==> src/rtl/osc_phase_gen.sv <==
// Phase-accumulator oscillator: SAW/TRI/pulse outputs, wrap strobe, hard sync.
// The phase step only changes on a sample tick, so it never changes mid-sample.
module osc_phase_gen #(
  parameter int ACC_W    = 32,
  parameter int OUT_W    = 16,
  parameter int TICK_DIV = 4
) (
  input  logic             CLK,
  input  logic             RESET,
  input  logic             LOCKED,
  input  logic [ACC_W-1:0] FREQ,
  input  logic             FREQ_VALID,
  output logic             FREQ_READY,
  input  logic [OUT_W-1:0] PW,
  input  logic             HARD_SYNC,
  output logic [OUT_W-1:0] SAW,
  output logic [OUT_W-1:0] TRI,
  output logic [OUT_W-1:0] SQUARE,
  output logic             WRAP
);

  localparam int CNT_W = (TICK_DIV > 1) ? $clog2(TICK_DIV) : 1;
  localparam logic [CNT_W-1:0] CNT_MAX = CNT_W'(TICK_DIV - 1);

  logic [CNT_W-1:0] cnt;
  logic [ACC_W-1:0] acc;
  logic [ACC_W-1:0] inc_active;
  logic [ACC_W-1:0] inc_pend;
  logic             pending;
  logic             wrap_q;
  logic             tick;
  logic [ACC_W:0]   sum;
  logic [OUT_W-1:0] top;
  logic [OUT_W-1:0] low;

  assign tick = (cnt == CNT_MAX);
  assign sum  = {1'b0, acc} + {1'b0, inc_active};
  assign top  = acc[ACC_W-1 -: OUT_W];
  assign low  = acc[ACC_W-2 -: OUT_W];

  always_ff @(posedge CLK) begin
    if (RESET) begin
      cnt        <= '0;
      acc        <= '0;
      inc_active <= '0;
      inc_pend   <= '0;
      pending    <= 1'b0;
      wrap_q     <= 1'b0;
      SAW        <= '0;
      TRI        <= '0;
      SQUARE     <= '0;
    end else if (LOCKED) begin
      cnt <= tick ? '0 : cnt + CNT_W'(1);

      // sync beats a coincident tick: no wrap strobe on a forced restart
      if (HARD_SYNC) begin
        acc    <= '0;
        wrap_q <= 1'b0;
      end else if (tick) begin
        acc    <= sum[ACC_W-1:0];
        wrap_q <= sum[ACC_W];
      end else begin
        wrap_q <= 1'b0;
      end

      // capture needs !pending and apply needs pending, so these never collide
      if (FREQ_VALID && !pending) begin
        inc_pend <= FREQ;
        pending  <= 1'b1;
      end else if (tick && pending) begin
        inc_active <= inc_pend;
        pending    <= 1'b0;
      end

      SAW    <= top;
      TRI    <= acc[ACC_W-1] ? ~low : low;
      SQUARE <= {OUT_W{top < PW}};
    end else begin
      wrap_q <= 1'b0;
    end
  end

  assign FREQ_READY = ~pending;
  assign WRAP       = wrap_q & LOCKED;

endmodule

==> config.mk <==
export PLATFORM = sky130hd
export DESIGN_NAME = osc_phase_gen
export DESIGN_NICKNAME = d
export VERILOG_FILES = /design/src/rtl/osc_phase_gen.sv
export SDC_FILE = /design/constraint.sdc
export NUM_CORES = 1
export LEC_CHECK = 0
export BUFFER_PORTS_ARGS = -buffer_cell sky130_fd_sc_hd__buf_2
export CAP_MARGIN = 20
export CORE_ASPECT_RATIO = 0.8
export CORE_MARGIN = 4
export CORE_UTILIZATION = 40
export DETAILED_ROUTE_END_ITERATION = 6
export GPL_ROUTABILITY_DRIVEN = 0
export SYNTH_ARGS = -nofsm -noshare
export SYNTH_HDL_FRONTEND = slang
export SYNTH_SLANG_ARGS = --single-unit
==> constraint.sdc <==
create_clock -name CLK -period 5.6 [get_ports CLK]
set_input_delay 0 -clock CLK [delete_from_list [all_inputs] [get_ports CLK]]
set_output_delay 0 -clock CLK [all_outputs]
set_load 0.01 [all_outputs]
==> impl_metrics.tcl, run 1 <==
set metrics [dict create \
    hold_viol_final 0 \
    synth_area_leaders "dfxtp_1 (39%), nand2_1 (9.8%), ha_1 (8.7%)" \
    clk_path_buf_depth 2 \
    slowest_delay_ps 380 \
    r2r-end "acc[30]$_SDFFE_PP0P_" \
    synth_adder_area_share_pct 9.03 \
    cap_violations 0 \
    busiest_layer "met1" \
    chipWidth_um 155 \
    clk_latency_ps 420 \
    dpl.hpwl_um 12800 \
    gr-usage-all-layers_pct 18.5 \
    critPathKind "flop to flop" \
    drive_gt1_share_pct 15.5 \
    final_util_pct 50.3 \
    critPathCaptureType "flop" \
    rsz0062_at_grt "false" \
    ys_warn_count 0 \
    grt_pass1_wl_um 29400 \
    switching_power_mw 0.509 \
    io_pins 103 \
    gr-total-overflow 0 \
    h-tree-depth 4 \
    synth_top_area_share_pct 38.7 \
    ant_nets 0 \
    holdCritPathClass "input pin to flop" \
    wire_per_inst_um 14.9 \
    io_buffers 102 \
    finClkSkew_ps 9.32 \
    switching_share_pct 23.2 \
    grt_max_degree 76 \
    p_leak_nw 3.52 \
    cts_root_buf "clkbuf_16" \
    r2r_slack_ps 2980 \
    finalNetCount 1068 \
    power.density_nw_per_um2 261 \
    die-area_um2 19400 \
    crit_family "compound AO/OA/AOI/OAI gates" \
    yosysSeqAreaShare_pct 38.7 \
    holdPathStages 4 \
    cts_tree "built" \
    async_reset_ff_share_pct 0 \
    tns_ps 0 \
    fp-row-count 42 \
    dr_total_vias 6132 \
    vias_per_cell 5.11 \
    path_clk_slew_ps 60 \
    layout_commonest_cell "nand2_1" \
    r2r-start "acc[0]$_SDFFE_PP0P_" \
    syn_nets 961 \
    internal_power_mw 1.69 \
    p_comb_share_pct 6.1 \
    drt_wl_total_um 17900 \
    syn_inst 859 \
    startpoint "acc[0]$_SDFFE_PP0P_" \
    synth_mux_area_share_pct 2.62 \
    cts_sinks 133 \
    synth_edf_count 0 \
    grt_use_met1_pct 28.5 \
    drc 0 \
    cp.required_ps 5930 \
    period_needed_ps 2620 \
    core-area_um2 16700 \
    grt_pass1_vias 5714 \
    yosys.area.top_type "dfxtp_1" \
    finalCritPeriodShare_pct 46.8 \
    slew_headroom_pct 29.4 \
    syn_to_final_growth_pct 22.3 \
    initial_core_util_pct 41.1 \
    crit_buf_inv 1 \
    numCtsBuffers 17 \
    path_max_fanout 5 \
    p_clk_share_pct 49.4 \
    synth_cell_type_count 51 \
    final_cell_mix "nand2_1 (179), dfxtp_1 (133), a21oi_1 (107), buf_2 (101), nor2_1 (70)" \
    rr_worst_depth 10 \
    postSynthAreaPerCell_um2 8.00 \
    irDropWorstVdd_uv 187 \
    crit_path_start_kind "flop" \
    fmaxAchievable_mhz 381 \
    status "finished clean" \
    grt_antenna_before_repair 0 \
    ys.flop_type "dfxtp_1" \
    total_power_mw 2.20 \
    min_from "FREQ_VALID" \
    diodes 0 \
    synthXorXnorAreaFrac_pct 5.22 \
    post_synth_and_or_nand_nor_area_fraction_pct 18.7 \
    synth_compound_area_share_pct 20.5 \
    die_height_um 125 \
    cts_resized 0 \
    final_max_slew_viol_count 0 \
    ys_seq_elements 133 \
    setup_viol 0 \
    critPathArrivalTime_ps 2950 \
    path_cells "ha_1 > inv_1 > fa_1 > nor2b_1 > o2111ai_2 > a21oi_1 > o32a_1 > a31oi_1 > xor2_1 > o21ai_0" \
    synth_top_family_by_area "compound AO/OA/AOI/OAI gates" \
    drt-pass1-iter-count 5 \
    gr-usage-met2_pct 26.3 \
    use_met3_pct 3.77 \
    cp_slowest_cell "fa_1" \
    max_slew.worst_pin.slew_ps 1060 \
    min_to "inc_pend[3]$_SDFFE_PP0P_" \
    syn_area_um2 6870 \
    seqPwrFrac_pct 44.4 \
    drt_iter0_drc 406 \
]
[cell type report]
type | count | area [um2]
Clock buffer | 22 | 484
Clock inverter | 10 | 97.6
Fill cell | 1629 | 8310
Inverter | 24 | 90.1
Multi-Input combinational cell | 645 | 3850
Sequential cell | 133 | 2660
Tap cell | 220 | 275
Timing Repair Buffer | 145 | 941
[how the worst max path moves through the flow]
stage	endpoint	cells past startpoint
finish	acc[30]$_SDFFE_PP0P_	10
global route	acc[16]$_SDFFE_PP0P_	10
CTS	acc[16]$_SDFFE_PP0P_	10
detailed placement	acc[16]$_SDFFE_PP0P_	10
global placement	acc[16]$_SDFFE_PP0P_	10
floorplan	acc[28]$_SDFFE_PP0P_	8
[Yosys cell counts, types with 3 or more instances]
cell / count
a211oi_1: 20
a21o_1: 8
a21oi_1: 107
a22oi_1: 7
a31oi_1: 8
and4_1: 3
buf_1: 3
buf_4: 15
clkbuf_1: 39
dfxtp_1: 133
ha_1: 48
inv_1: 24
mux2i_1: 18
nand2_1: 179
nand2b_1: 7
nand3_1: 10
nand4_1: 10
nor2_1: 71
nor2b_1: 7
nor3_1: 4
nor4_1: 3
o211ai_1: 3
o21a_1: 7
o21ai_0: 46
or3_1: 5
xnor2_1: 24
xor2_1: 17
[layer usage]
metal / part of all wire (%) / vias to the layer above
li1: - / 3188
met1: 53 / 2761
met2: 40 / 169
met3: 6.0 / 14
met4: 0.94 / 0
met5: 0 / -
[state kept, by name (all words and copies together), names as in the netlist]
signal / cells
inc_pend: 32
TRI: 16
pending: 1
SAW: 16
acc: 32
cnt: 2
inc_active: 32
wrap_q: 1
SQUARE: 1
[power by group through the flow]
stage               clock (mW)  sequential [mW]  combinational (mW)
floorplan                    0            0.998              0.0749
global placement             0            0.996               0.114
detailed placement           0            0.997               0.115
CTS                       1.11            0.976               0.133
global route              1.15            0.978               0.152
finish                    1.09            0.976               0.135
[kinds of logic (layout without fill, tap and decap cells)]
| kind of cell | after synthesis | in the layout |
|---|---|---|
| xor gates and xnor gates | 41 | 41 |
| muxes | 18 | 18 |
| AOI/OAI and AO/OA | 232 | 232 |
| DFF | 133 | 133 |
| buffers and inverters | 81 | 201 |
| adders and majority gates | 49 | 49 |
| and+or+nand+nor | 305 | 305 |
[stage by stage]
step | hold WS, ps | instances | cell area (um2) | setup slack (ps)
2_1_floorplan | 136 | 859 | 6870 | 3270
3_3_place_gp | 245 | 1132 | 7450 | 3090
3_5_place_dp | 247 | 1132 | 7450 | 3030
4_1_cts | 137 | 1198 | 8380 | 3010
5_1_grt | 122 | 1199 | 8400 | 2810
6_report | 118 | 1199 | 8400 | 2980
[timing repair]
action                                  in CTS  in global routing
hold buffers                                34                  0
hold endpoints to repair                    44                  0
buffers inserted                             0                  0
endpoints found under the setup margin       0                  0
[tightest hold or removal path: stages]
cell and delay [ps]:
buf_2 100, and3_1 250, nand2_1 90, a21oi_1 50
Note: power is estimated with default switching activity, not from simulation.
==> run 2, diff against run 1 <==
==> constraint.sdc (replaced) <==
create_clock -name CLK -period 2.1 [get_ports CLK]
set_input_delay 0 -clock CLK [delete_from_list [all_inputs] [get_ports CLK]]
set_output_delay 0 -clock CLK [all_outputs]
set_load 0.01 [all_outputs]
==> run 2 against run 1 <==
Net effect: maximum frequency grew 12%; clock power grew to 2.5 times the previous value; the run now ends with negative setup slack left; first-iteration DRC count shrank 5.9%; global-route usage grew 2.0 points; final area grew 14%; sequential power grew to 2.7 times the previous value; clock skew shrank 0.79 ps; total power grew to 2.6 times the previous value; highest routed layer unchanged; critical endpoint is now acc[28]$_SDFFE_PP0P_; die area is the same.
==> impl_metrics.tcl, run 2 (same netlist as run 1, synthesis figures left out) <==
set metrics [dict create \
    grt_antenna_before_repair 0 \
    startpoint "acc[4]$_SDFFE_PP0P_" \
    numCtsBuffers 17 \
    hold_viol_final 0 \
    dr_total_vias 6684 \
    final_max_slew_viol_count 0 \
    gr-usage-all-layers_pct 20.5 \
    fp-row-count 42 \
    initial_core_util_pct 41.1 \
    setup.worst_path.end "acc[28]$_SDFFE_PP0P_" \
    drc 0 \
    cts_tree "built" \
    cp.required_ps 2410 \
    wl_met2_um 8300 \
    highest_layer "met4" \
    largestRegisters "acc x32, inc_active x32, inc_pend x32" \
    vias_per_cell 5.11 \
    place_ws_ps -325 \
    tns_ps -1600 \
    critPathCaptureType "flop" \
    cap_violations 0 \
    fmaxAchievable_mhz 428 \
    setup_viol 16 \
    drive_gt1_share_pct 28.7 \
    core-area_um2 16700 \
    wl_met1_um 10100 \
    io_pins 103 \
    power.density_nw_per_um2 596 \
    cts_sinks 133 \
    finClkSkew_ps 8.53 \
    slew_headroom_pct 53.2 \
    r2r-start "acc[4]$_SDFFE_PP0P_" \
    path_max_fanout 3 \
    syn_to_final_growth_pct 39.6 \
    min_from "PW[12]" \
    final_cell_mix "nand2_1 (175), dfxtp_1 (122), buf_4 (106), buf_2 (101), a21oi_1 (96)" \
    finalNetCount 1178 \
    multi_input_area_um2 4220 \
    grt_max_degree 69 \
    r2r_slack_ps -240 \
    max_slew.worst_pin.slew_ps 702 \
    gr-total-overflow 0 \
    die_height_um 125 \
    irDropWorstVdd_uv 529 \
    period_needed_ps 2340 \
    finalWorstSetupSlack_ps -239 \
    p_leak_nw 4.11 \
    violations "negative setup slack" \
    r2r-end "acc[28]$_SDFFE_PP0P_" \
    holdCritPathClass "input pin to flop" \
    die-area_um2 19400 \
    regArea_um2 2680 \
    fillers 1577 \
    crit_path_start_kind "flop" \
    drt-pass1-iter-count 5 \
    h-tree-depth 4 \
    drt_wl_total_um 20100 \
    io_buffers 102 \
    diodes 0 \
    rr_worst_depth 8 \
    chipWidth_um 155 \
    finalCritPeriodShare_pct 111 \
    status "finished, violations left" \
    clk_latency_ps 430 \
    wire_per_inst_um 15.3 \
    dpl.hpwl_um 14300 \
    cts_root_buf "clkbuf_16" \
    ant_nets 0 \
    grt_pass1_wl_um 32000 \
    critPathArrivalTime_ps 2650 \
    rsz0062_at_grt "true" \
    layout_commonest_cell "nand2_1" \
    path_clk_slew_ps 60 \
    grt_pass1_vias 6110 \
    critPathKind "flop to flop" \
    drt_iter0_drc 382 \
    clk_path_buf_depth 2 \
    wl_met3_um 1430 \
]
## run 2: cell types whose count changed in the layout (fill, tap and decap cells not counted), sizes merged, moves of 3 or more
| cell | delta |
|---|---|
| buf | +103 |
| dlygate4sd3 | +7 |
| clkbuf | -4 |
| inv | +3 |
## run 2: power breakdown
group	leakage [nW]	internal, mW	switching [mW]
logic	2.76	0.174	0.198
clock network	0.265	1.55	1.20
registers	1.08	2.57	0.0287
total	4.11	4.29	1.42
## run 2: what timing repair did
item                       in CTS  in global routing
gates resized for setup        55                 34
setup endpoints to repair      23                 32
hold buffers                   41                  0
setup buffers                   8                  3
pin swaps                      25                 18
hold endpoints to repair       37                  0
## run 2: metal layers
metal / vias up / track usage [%]
li1: 3413 / -
met5: - / 0
met4: 0 / 4.93
met1: 3061 / 31.3
met2: 193 / 28.5
met3: 17 / 5.77
## run 2: final cells by class
type | count | share of cell area, %
multi-input combinational | 645 | 44.0
sequential | 133 | 27.9
timing repair buffer | 255 | 18.7
clock buffer | 18 | 4.58
tap | 220 | 2.87
clock inverter | 14 | 1.07
inverter | 24 | 0.939
## run 2: worst min path at each step
stage	cells after the start	end	slack [ps]
3_3_place_gp	3	inc_pend[3]$_SDFFE_PP0P_	240
4_1_cts	5	SQUARE[0]$_SDFFE_PP0P_	120
5_1_grt	5	SQUARE[0]$_SDFFE_PP0P_	150
6_report	5	SQUARE[0]$_SDFFE_PP0P_	140
2_1_floorplan	2	inc_pend[0]$_SDFFE_PP0P_	140
3_5_place_dp	3	inc_pend[11]$_SDFFE_PP0P_	250
## run 2: stage by stage
step	instances	utilization [%]	power (mW)	area, um2	hold WS [ps]
2_1_floorplan	859	-	2.86	6930	136
3_3_place_gp	1226	49.1	2.97	8210	242
3_5_place_dp	1226	49.1	2.97	8210	247
4_1_cts	1306	56.5	5.77	9440	122
5_1_grt	1309	57.4	5.95	9590	146
6_report	1309	57.4	5.72	9590	140
## run 2: critical path, cell delays in order, from the launching register on
cell	delay (ps)
dfxtp_2	330
ha_4	240
a21o_1	230
a21oi_4	220
a32oi_2	140
a211o_1	320
and4b_4	220
or3_1	310
a32o_1	220
==> run 3, diff against run 2 <==
--- a/config.mk
+++ b/config.mk
@@ -9,9 +9,12 @@
 export CAP_MARGIN = 20
 export CORE_ASPECT_RATIO = 0.8
 export CORE_MARGIN = 4
-export CORE_UTILIZATION = 40
+export CORE_UTILIZATION = 50
 export DETAILED_ROUTE_END_ITERATION = 6
 export GPL_ROUTABILITY_DRIVEN = 0
+export PLACE_DENSITY = 0.74
+export SETUP_SLACK_MARGIN = 0.5
+export SKIP_CTS_REPAIR_TIMING = 1
 export SYNTH_ARGS = -nofsm -noshare
 export SYNTH_HDL_FRONTEND = slang
 export SYNTH_SLANG_ARGS = --single-unit
==> run 3 against run 2 <==
Net effect: the run ends with negative hold slack, negative setup slack left; first-iteration DRC count grew 12%; die area shrank 19%; clock power increased by 9.9%; clock-buffer cell count up 4; sequential power barely moved; sequential share of layout area grew 0.37 points; cell count decreased by 5.7%; wire length shrank 5.3%; core utilization rose by 13 points; total power grew 4.6%; via count is 0.13% lower; critical path type unchanged; largest cell class unchanged; largest power group unchanged.
==> impl_metrics.tcl, run 3 (same netlist as run 1, synthesis figures left out) <==
set metrics [dict create \
    status "finished, violations left" \
    violations "negative hold slack, negative setup slack" \
    crit_buf_inv 4 \
    path_max_fanout 5 \
    syn_to_final_growth_pct 38.1 \
    path_cells "ha_4 > inv_2 > fa_2 > nor2b_4 > o2111ai_4 > buf_4 > a21oi_2 > o32a_1 > buf_4 > buf_4 > xnor2_1 > o21ai_0" \
    io_pins 103 \
    drive_gt1_share_pct 28.9 \
    hold_viol_final 1 \
    layout_commonest_cell "nand2_1" \
    power.density_nw_per_um2 630 \
    cp.required_ps 2400 \
    fp-row-count 38 \
    grt_pass1_vias 6008 \
    irDropWorstVdd_uv 608 \
    fin_area_um2 9490 \
    core-area_um2 13500 \
    drt_wl_total_um 19000 \
    final_max_slew_viol_count 0 \
    grt_antenna_before_repair 0 \
    final_cell_count_no_fill 1235 \
    numCtsBuffers 17 \
    p_leak_nw 3.92 \
    cp_slowest_cell "o32a_1" \
    rsz0062_at_grt "true" \
    setup_viol 14 \
    cts_root_buf "clkbuf_16" \
    slowest_delay_ps 370 \
    finalNetCount 1146 \
    clk_path_buf_depth 2 \
    place_area_um2 8230 \
    max_slew.worst_pin.slew_ps 756 \
    critPathCaptureType "flop" \
    drt-pass1-iter-count 6 \
    wl_met3_um 1430 \
    period_needed_ps 2410 \
    critPathArrivalTime_ps 2710 \
    path_clk_slew_ps 60 \
    ant_nets 0 \
    cpMostUsedCell "buf_4" \
    gr-usage-all-layers_pct 23.3 \
    die_height_um 113 \
    clk_latency_ps 420 \
    dr_total_vias 6675 \
    chipWidth_um 139 \
    critPathKind "flop to flop" \
    gr-total-overflow 0 \
    cts_tree "built" \
    diodes 0 \
    wire_per_inst_um 15.4 \
    initial_core_util_pct 50.9 \
    largestRegisters "acc x32, inc_active x32, inc_pend x32" \
    h-tree-depth 4 \
    finClkSkew_ps 11.0 \
    fmaxAchievable_mhz 415 \
    wl_met2_um 8320 \
    crit_family "compound AO/OA/AOI/OAI gates" \
    cts_sinks 133 \
    total_power_mw 5.98 \
    dp_cells 1161 \
    holdCritPathClass "input pin to flop" \
    crit_path_start_kind "flop" \
    wl_met1_um 9040 \
    io_buffers 102 \
    finalWorstSetupSlack_ps -312 \
    drt_iter0_drc 428 \
    slew_headroom_pct 49.6 \
    finalCritPeriodShare_pct 115 \
    dpl.hpwl_um 13400 \
    cap_violations 0 \
    hold_slack_ps -5.30 \
    grt_max_degree 74 \
    die-area_um2 15700 \
    grt_pass1_wl_um 29800 \
    final_cell_mix "nand2_1 (174), dfxtp_1 (118), buf_2 (101), a21oi_1 (96), buf_4 (82)" \
    highest_layer "met4" \
    vias_per_cell 5.40 \
    drc 0 \
]
## run 3: changes by cell type in the layout (fill, tap and decap cells not counted), sizes merged
cell         previous run  this run
clkbuf                 18        22
buf                   214       190
clkinv                  7         1
dlygate4sd3            41        33
bufinv                  0         3
inv                    28        25
## run 3: metrics by stage
stage	util (%)	setup slack, ps	TNS (ps)
after global routing	70.3	-382	-3580
after floorplan	-	-181	-211
after CTS	65.4	-345	-2740
after global placement	61.0	-302	-2120
final	70.3	-312	-2110
after detailed placement	61.0	-330	-2320
## run 3: final cells by class
class	count	area [um2]
Multi-Input combinational cell	645	4360
Inverter	24	90.1
Clock inverter	8	124
Sequential cell	133	2690
Clock buffer	22	474
Tap cell	180	225
Timing Repair Buffer	223	1530
Fill cell	1069	4010
## run 3: layer usage
| metal | vias up | track usage (%) |
|---|---|---|
| li1 | 3341 | - |
| met4 | 0 | 5.67 |
| met3 | 19 | 5.75 |
| met1 | 3078 | 34.1 |
| met5 | - | 0 |
| met2 | 237 | 34.8 |
## run 3: worst paths after layout
check / slack, ps / cells after the start / endpoint / start
worst max register to register: -310 / 12 / acc[14]$_SDFFE_PP0P_ / inc_active[0]$_SDFFE_PP0P_
worst min-delay path: -5 / 4 / acc[2]$_SDFFE_PP0P_ / HARD_SYNC
worst max-delay path: -310 / 12 / acc[14]$_SDFFE_PP0P_ / inc_active[0]$_SDFFE_PP0P_
worst min register to register: 440 / 2 / inc_active[8]$_SDFFE_PP0P_ / inc_pend[8]$_SDFFE_PP0P_
## run 3: worst register-to-register path: cells and delay by family, from the launching register on
kind / cells / cell delay, ps
XOR/XNOR: 1 / 100
AO/OA/AOI/OAI: 4 / 740
flip-flops: 1 / 350
buffers and inverters: 4 / 470
AND/OR/NAND/NOR: 1 / 150
adder cells (fa/ha/maj): 2 / 500
## run 3: power by group
group	leakage, nW	switching, mW	internal (mW)
combinational	2.54	0.203	0.169
clock	0.285	1.06	1.94
sequential	1.09	0.0292	2.57
